### src/rtl/bits_needed_tracker_if.sv
// ============================================================================
// Module  : bits_needed_tracker_if
// Purpose : Consume / byte-fetch handshake bundle for bits_needed_tracker.
// Revision: 1.0 - initial release
// ============================================================================
`default_nettype none

interface bits_needed_tracker_if #(
    parameter int SHIFT_W = 5,
    parameter int CNT_W   = 5,
    parameter int BCNT_W  = 16
) ();
    logic               init;
    logic               consume_valid;
    logic [SHIFT_W-1:0] consume_bits;
    logic               consume_ready;
    logic               byte_req;
    logic               byte_valid;
    logic [7:0]         byte_in;
    logic               byte_load;
    logic [7:0]         byte_out;
    logic [CNT_W-1:0]   insert_pos;
    logic [CNT_W-1:0]   bits_needed;
    logic [BCNT_W-1:0]  bytes_fetched;
    logic               shift_err;

    modport master (
        output init, consume_valid, consume_bits, byte_valid, byte_in,
        input  consume_ready, byte_req, byte_load, byte_out, insert_pos,
               bits_needed, bytes_fetched, shift_err
    );

    modport slave (
        input  init, consume_valid, consume_bits, byte_valid, byte_in,
        output consume_ready, byte_req, byte_load, byte_out, insert_pos,
               bits_needed, bytes_fetched, shift_err
    );
endinterface

`default_nettype wire

### src/rtl/bits_needed_tracker.sv
// ============================================================================
// Module  : bits_needed_tracker
// Purpose : Tracks signed bits-needed count of an arithmetic decoder and
//           requests bitstream bytes whenever the count becomes non-negative.
// Revision: 1.0 - initial release
// ============================================================================
`default_nettype none

module bits_needed_tracker #(
    parameter int MAX_SHIFT = 8,
    parameter int CNT_W     = 5,
    parameter int SHIFT_W   = 5,
    parameter int BCNT_W    = 16
) (
    input  wire logic           clk,
    input  wire logic           rst,
    bits_needed_tracker_if.slave trk_if
);

    typedef enum logic [1:0] {
        ST_IDLE  = 2'd0,
        ST_RUN   = 2'd1,
        ST_FETCH = 2'd2
    } state_t;

    localparam logic [SHIFT_W-1:0] MAX_SHIFT_V = SHIFT_W'(MAX_SHIFT);
    localparam logic [CNT_W-1:0]   BITS_INIT   = CNT_W'(-8);
    localparam logic [CNT_W-1:0]   BYTE_BITS   = CNT_W'(8);

    state_t              state_q, state_d;
    logic [CNT_W-1:0]    bits_q, bits_d;
    logic [BCNT_W-1:0]   bcnt_q, bcnt_d;
    logic [7:0]          byte_q, byte_d;
    logic [CNT_W-1:0]    pos_q, pos_d;
    logic                load_q, load_d;
    logic                err_q, err_d;

    logic                shift_over;
    logic [SHIFT_W-1:0]  shift_clamped;
    logic [CNT_W-1:0]    bits_sum;
    logic [CNT_W-1:0]    bits_dec;

    // Counter is two's complement; modular add is exact because the result
    // always fits in CNT_W bits, so only the MSB is needed as the sign.
    assign shift_over    = (trk_if.consume_bits > MAX_SHIFT_V);
    assign shift_clamped = shift_over ? MAX_SHIFT_V : trk_if.consume_bits;
    assign bits_sum      = bits_q + CNT_W'(shift_clamped);
    assign bits_dec      = bits_q - BYTE_BITS;

    always_ff @(posedge clk or posedge rst) begin
        if (rst) begin
            state_q <= ST_IDLE;
            bits_q  <= BITS_INIT;
            bcnt_q  <= '0;
            byte_q  <= '0;
            pos_q   <= '0;
            load_q  <= 1'b0;
            err_q   <= 1'b0;
        end else begin
            state_q <= state_d;
            bits_q  <= bits_d;
            bcnt_q  <= bcnt_d;
            byte_q  <= byte_d;
            pos_q   <= pos_d;
            load_q  <= load_d;
            err_q   <= err_d;
        end
    end

    always_comb begin
        state_d = state_q;
        bits_d  = bits_q;
        bcnt_d  = bcnt_q;
        byte_d  = byte_q;
        pos_d   = pos_q;
        load_d  = 1'b0;
        err_d   = err_q;
        if (trk_if.init) begin
            state_d = ST_RUN;
            bits_d  = BITS_INIT;
            bcnt_d  = '0;
            err_d   = 1'b0;
        end else begin
            case (state_q)
                ST_RUN: begin
                    if (trk_if.consume_valid) begin
                        bits_d  = bits_sum;
                        err_d   = err_q | shift_over;
                        state_d = bits_sum[CNT_W-1] ? ST_RUN : ST_FETCH;
                    end
                end
                ST_FETCH: begin
                    if (trk_if.byte_valid) begin
                        load_d  = 1'b1;
                        byte_d  = trk_if.byte_in;
                        pos_d   = bits_q;
                        bits_d  = bits_dec;
                        bcnt_d  = bcnt_q + 1'b1;
                        state_d = bits_dec[CNT_W-1] ? ST_RUN : ST_FETCH;
                    end
                end
                default: ;
            endcase
        end
    end

    // Handshake outputs decode the state register directly so that an
    // asynchronous reset drops them without waiting for a clock.
    assign trk_if.consume_ready = (state_q == ST_RUN);
    assign trk_if.byte_req      = (state_q == ST_FETCH);
    assign trk_if.byte_load     = load_q;
    assign trk_if.byte_out      = byte_q;
    assign trk_if.insert_pos    = pos_q;
    assign trk_if.bits_needed   = bits_q;
    assign trk_if.bytes_fetched = bcnt_q;
    assign trk_if.shift_err     = err_q;

endmodule

`default_nettype wire

### src/flat_wrapper.sv
// flat-port wrapper written by rule: the top's interface ports become plain ports
module bits_needed_tracker_flat 
#(
    parameter int MAX_SHIFT = 8,
    parameter int CNT_W     = 5,
    parameter int SHIFT_W   = 5,
    parameter int BCNT_W    = 16
)
  (clk, rst, trk_if_init, trk_if_consume_valid, trk_if_consume_bits, trk_if_byte_valid, trk_if_byte_in, trk_if_consume_ready, trk_if_byte_req, trk_if_byte_load, trk_if_byte_out, trk_if_insert_pos, trk_if_bits_needed, trk_if_bytes_fetched, trk_if_shift_err);
  bits_needed_tracker_if #(.SHIFT_W(SHIFT_W), .CNT_W(CNT_W), .BCNT_W(BCNT_W)) trk_if_i ();
  input  wire logic clk;
  input  wire logic rst;
  input wire logic [$bits(trk_if_i.init)-1:0] trk_if_init;
  input wire logic [$bits(trk_if_i.consume_valid)-1:0] trk_if_consume_valid;
  input wire logic [$bits(trk_if_i.consume_bits)-1:0] trk_if_consume_bits;
  input wire logic [$bits(trk_if_i.byte_valid)-1:0] trk_if_byte_valid;
  input wire logic [$bits(trk_if_i.byte_in)-1:0] trk_if_byte_in;
  output wire logic [$bits(trk_if_i.consume_ready)-1:0] trk_if_consume_ready;
  output wire logic [$bits(trk_if_i.byte_req)-1:0] trk_if_byte_req;
  output wire logic [$bits(trk_if_i.byte_load)-1:0] trk_if_byte_load;
  output wire logic [$bits(trk_if_i.byte_out)-1:0] trk_if_byte_out;
  output wire logic [$bits(trk_if_i.insert_pos)-1:0] trk_if_insert_pos;
  output wire logic [$bits(trk_if_i.bits_needed)-1:0] trk_if_bits_needed;
  output wire logic [$bits(trk_if_i.bytes_fetched)-1:0] trk_if_bytes_fetched;
  output wire logic [$bits(trk_if_i.shift_err)-1:0] trk_if_shift_err;
  assign trk_if_i.init = trk_if_init;
  assign trk_if_i.consume_valid = trk_if_consume_valid;
  assign trk_if_i.consume_bits = trk_if_consume_bits;
  assign trk_if_i.byte_valid = trk_if_byte_valid;
  assign trk_if_i.byte_in = trk_if_byte_in;
  assign trk_if_consume_ready = trk_if_i.consume_ready;
  assign trk_if_byte_req = trk_if_i.byte_req;
  assign trk_if_byte_load = trk_if_i.byte_load;
  assign trk_if_byte_out = trk_if_i.byte_out;
  assign trk_if_insert_pos = trk_if_i.insert_pos;
  assign trk_if_bits_needed = trk_if_i.bits_needed;
  assign trk_if_bytes_fetched = trk_if_i.bytes_fetched;
  assign trk_if_shift_err = trk_if_i.shift_err;
  bits_needed_tracker #(.MAX_SHIFT(MAX_SHIFT), .CNT_W(CNT_W), .SHIFT_W(SHIFT_W), .BCNT_W(BCNT_W)) u_core (.clk(clk), .rst(rst), .trk_if(trk_if_i));
endmodule
### config.mk
export PLATFORM = sky130hd
export DESIGN_NAME = bits_needed_tracker_flat
export DESIGN_NICKNAME = d
export VERILOG_FILES = /design/src/rtl/bits_needed_tracker_if.sv /design/src/rtl/bits_needed_tracker.sv /design/src/flat_wrapper.sv
export SDC_FILE = /design/constraint.sdc
export NUM_CORES = 1
export LEC_CHECK = 0
export CORE_AREA = 2 2 70 105
export CTS_CLUSTER_DIAMETER = 120
export CTS_CLUSTER_SIZE = 20
export DETAILED_ROUTE_END_ITERATION = 8
export DIE_AREA = 0 0 72 107
export GPL_ROUTABILITY_DRIVEN = 0
export PLACE_DENSITY_LB_ADDON = 0.15
export REMOVE_ABC_BUFFERS = 1
export SKIP_LAST_GASP = 1
export SLEW_MARGIN = 20
export SYNTH_ARGS = -nofsm -noshare
export SYNTH_HDL_FRONTEND = slang
export SYNTH_SLANG_ARGS = --single-unit
### constraint.sdc
create_clock -name clk -period 5.9 [get_ports clk]
set_clock_uncertainty 0.05 [all_clocks]
set_input_delay 1.77 -clock clk [delete_from_list [all_inputs] [get_ports clk]]
set_output_delay 1.77 -clock clk [all_outputs]
set_load 0.02 [all_outputs]
==> out/qor.yml <==
sta:
  finalSetupViolations: 0
  slew_headroom: 0.544
  tns_ns: 0
  hold_viol: 0
  drv_slew: 0
  slew_at_the_pin_closest_to_its_max_slew_limit_ns: 0.683
  achievable-frequency_mhz: 253
  layout_worst_path_cycle_share: 0.669
  timing.final.crit_period_ns: 3.95
  unrepaired_setup_endpoints_after_global_routing: "no"
  final.setup.worst_slack_ns: 1.95
power_and_ir_drop:
  power_dissipated_by_switching_net_loads_uw: 205
  cellLeakagePower_uw: 0.00113
  part_of_the_power_in_combinational_logic: 0.278
  switching_share: 0.299
  pwrdens_nw_per_um2: 257
  clockPowerShare: 0.255
  cellInternalPower_uw: 479
  post-layout-total-power_uw: 684
  max-vdd-ir-drop_uv: 158
  seq_power_share: 0.467
synthesis:
  ys_top_cells_by_area: "dfrtp_1 46%, mux2_2 7.5%, a21oi_1 4.3%, ha_1 3.2%, nor2_1 2.9%"
  yosys.cell_types.count: 49
  ys_async_sr_fraction: 1.00
  post-synth-top-area-fraction: 0.459
  synth-seq-cells: 38
  synth_area_um2: 1960
  most_used_dff_post_synth: "dfrtp_1"
  synthMostInstantiatedCell: "dfrtp_1"
  avg_inst_size_synth_um2: 10.7
  netlist_instances: 184
  sequential_to_total_area_share_from_yosys_stat: 0.486
  synth-edff-count: 0
  post_synth_most_frequent_cells: "36 x dfrtp_1, 17 x a21oi_1, 15 x nor2_1"
  synth.largest_area_cell: "dfrtp_1"
  yosys_warnings: 0
cells_and_area:
  final_layout_size_suffix_gt1_frac: 0.133
  syn2layout_area_growth_pct: 35.6
  instances_no_fill: 318
  finish.net_count: 263
  layout.cell_area.non_filler_um2: 2660
  num_antenna_cells: 0
  final.fill_count: 680
flow_run:
  drv_cap: 0
floorplanning:
  core_area_um2: 6810
  floorplan.initialDensity: 0.288
  die_height_um: 107
  fp.dieArea_um2: 7700
  die_width_um: 72
  io-pin-count: 56
  std_cell_rows: 37
route:
  drt-initial-drc-count: 44
  total_wire_length_um: 4480
  wl_met2_um: 2350
  routed.top_layer: "met4"
  route.layer.met1.wl_um: 1820
  drt_first_pass_iters: 5
  route.detailed.vias_per_inst: 4.89
  antenna_nets_post_route: 0
  detail_route.wl_per_cell_um: 14.1
  vias: 1556
  detail_route.drc_violations: 0
  detailroute.wirelength.met3_um: 244
global_routing:
  antenna_found_initial: 0
  grtUsageTotal: 0.127
  grt_first_pass_wirelength_um: 7710
  grt_start_max_net_pins: 39
  grt_pass1_vias: 1641
  grt_overflow: 0
clocking:
  worst_skew_pair.late_latency_ns: 0.29
  holdBufCountCts: 0
  ctsLongestPathBuffers: 2
  postCtsSetupRepairBufs: 0
  tritoncts.num_buffers: 5
  cts_tree: "done"
  htreeDepth: 2
  post_cts_resize_count: 0
  tritoncts_num_sinks: 38
  cts_root_buf: "clkbuf_8"
  clk_transition_reported_paths_ns: 0.08
critical_path:
  crit_fanout: 3
  rrSetupSlack_ns: 3.87
  crit_path_cell_chain: "clkdlybuf4s50_1 > or2_2 > nor2_1 > ha_1 > inv_1 > fa_1 > nor2b_1 > o211ai_1 > o2111a_1 > a2111o_1"
  crit-reg2reg-capture: "u_core.state_q[0]"
  crit_path_max_incr_delay_ns: 0.43
  slowest_stage: "clkdlybuf4s50_1"
  reg2reg_from: "u_core.trk_if.bits_needed[0]"
  crit_path_start_kind: "input pin"
  r2r.worst_path.cells: 7
  required_ns: 6.03
  critical_path_class: "in -> reg"
  worst_ep_arrival_time_ns: 4.08
  timing.critical_path.to_type: "register"
min_path:
  worstHoldPathType: "reg -> reg"
  whs_endpoint: "u_core.trk_if.byte_out[5]"
  min_path_cells: 1
  hold_path.startpoint: "u_core.trk_if.byte_out[5]"
run_status:
  outcome: "finished clean"
placed_design:
  placedCellCount: 310
  post_dp_cell_area_um2: 2580
  io_buffer_count: 55
  dpl.hpwl_um: 3220
  dpl_worst_slack_ns: 1.64
cell type report:
| class | count | area [um2] | share of cell area |
|---|---|---|---|
| sequential | 38 | 953 | 0.358 |
| multi-input combinational | 130 | 938 | 0.353 |
| timing repair buffer | 57 | 566 | 0.213 |
| tap | 78 | 97.6 | 0.0367 |
| clock buffer | 8 | 80.1 | 0.0301 |
| inverter | 7 | 26.3 | 0.00987 |
metal layers:
metal / global-route usage / vias to the layer above
met5: 0 / -
met4: 0.0364 / 0
met3: 0.0376 / 5
met2: 0.225 / 39
met1: 0.147 / 757
li1: - / 755
how the worst max path moves through the flow:
stage | start | to | slack, ns | cells past startpoint
final | trk_if_consume_bits[3] | u_core.state_q[0] | 1.95 | 10
after CTS | trk_if_consume_bits[3] | u_core.state_q[0] | 1.96 | 10
after detailed placement | trk_if_consume_bits[3] | u_core.state_q[0] | 1.64 | 10
after global placement | trk_if_consume_bits[3] | u_core.state_q[0] | 1.70 | 10
after global routing | trk_if_consume_bits[3] | u_core.state_q[0] | 1.87 | 10
after floorplan | trk_if_consume_bits[3] | u_core.state_q[0] | 2.23 | 9
sequential cells by signal, indices dropped and copies added (netlist names):
name,cells
u_core.trk_if.bits_needed,5
u_core.trk_if.shift_err,1
u_core.trk_if.byte_load,1
u_core.trk_if.byte_out,8
u_core.state_q,2
u_core.trk_if.insert_pos,5
u_core.trk_if.bytes_fetched,16
metrics by stage:
| stage | utilization | hold slack (ns) |
|---|---|---|
| after floorplan | - | 0.513 |
| after global placement | 0.379 | 0.440 |
| after detailed placement | 0.379 | 0.447 |
| after CTS | 0.391 | 0.469 |
| after global routing | 0.391 | 0.483 |
| final | 0.391 | 0.459 |
cell families (layout without fill, tap and decap cells):
group	after synthesis	after routing	share of synthesized area
AOI/OAI and AO/OA	33	33	0.105
xor gates and xnor gates	9	9	0.0402
muxes	14	14	0.0797
adders and majority gates	6	6	0.0421
and+or+nand+nor	68	68	0.212
buffers and inverters	16	72	0.0363
DFF	38	38	0.486
critical path, delay by kind of cell:
kind                     cells  cell delay, ns
AO/OA/AOI/OAI                3            0.71
AND/OR/NAND/NOR              3            0.58
adder cells (fa/ha/maj)      2            0.55
buffers and inverters        2            0.48
cells in the final DEF, fill, tap and decap left out, types with 3 or more instances in the layout:
cell	n
nor2_1	15
nand2b_1	3
xnor2_1	3
nor2b_1	5
dfrtp_1	36
a21oi_1	17
mux2_2	13
ha_1	5
inv_1	7
nand2_1	9
nand3_1	7
xor2_1	6
clkbuf_1	3
clkdlybuf4s50_1	55
clkbuf_8	5
o21ai_0	7
or3_1	6
power by group through the flow:
stage / registers (uW) / logic, uW / clock network [uW]
6_report: 319 / 190 / 174
5_1_grt: 326 / 205 / 193
4_1_cts: 320 / 194 / 184
3_5_place_dp: 324 / 192 / 0
3_3_place_gp: 324 / 193 / 0
2_1_floorplan: 360 / 57.6 / 0
No activity file was read; power rests on OpenSTA's default activity.
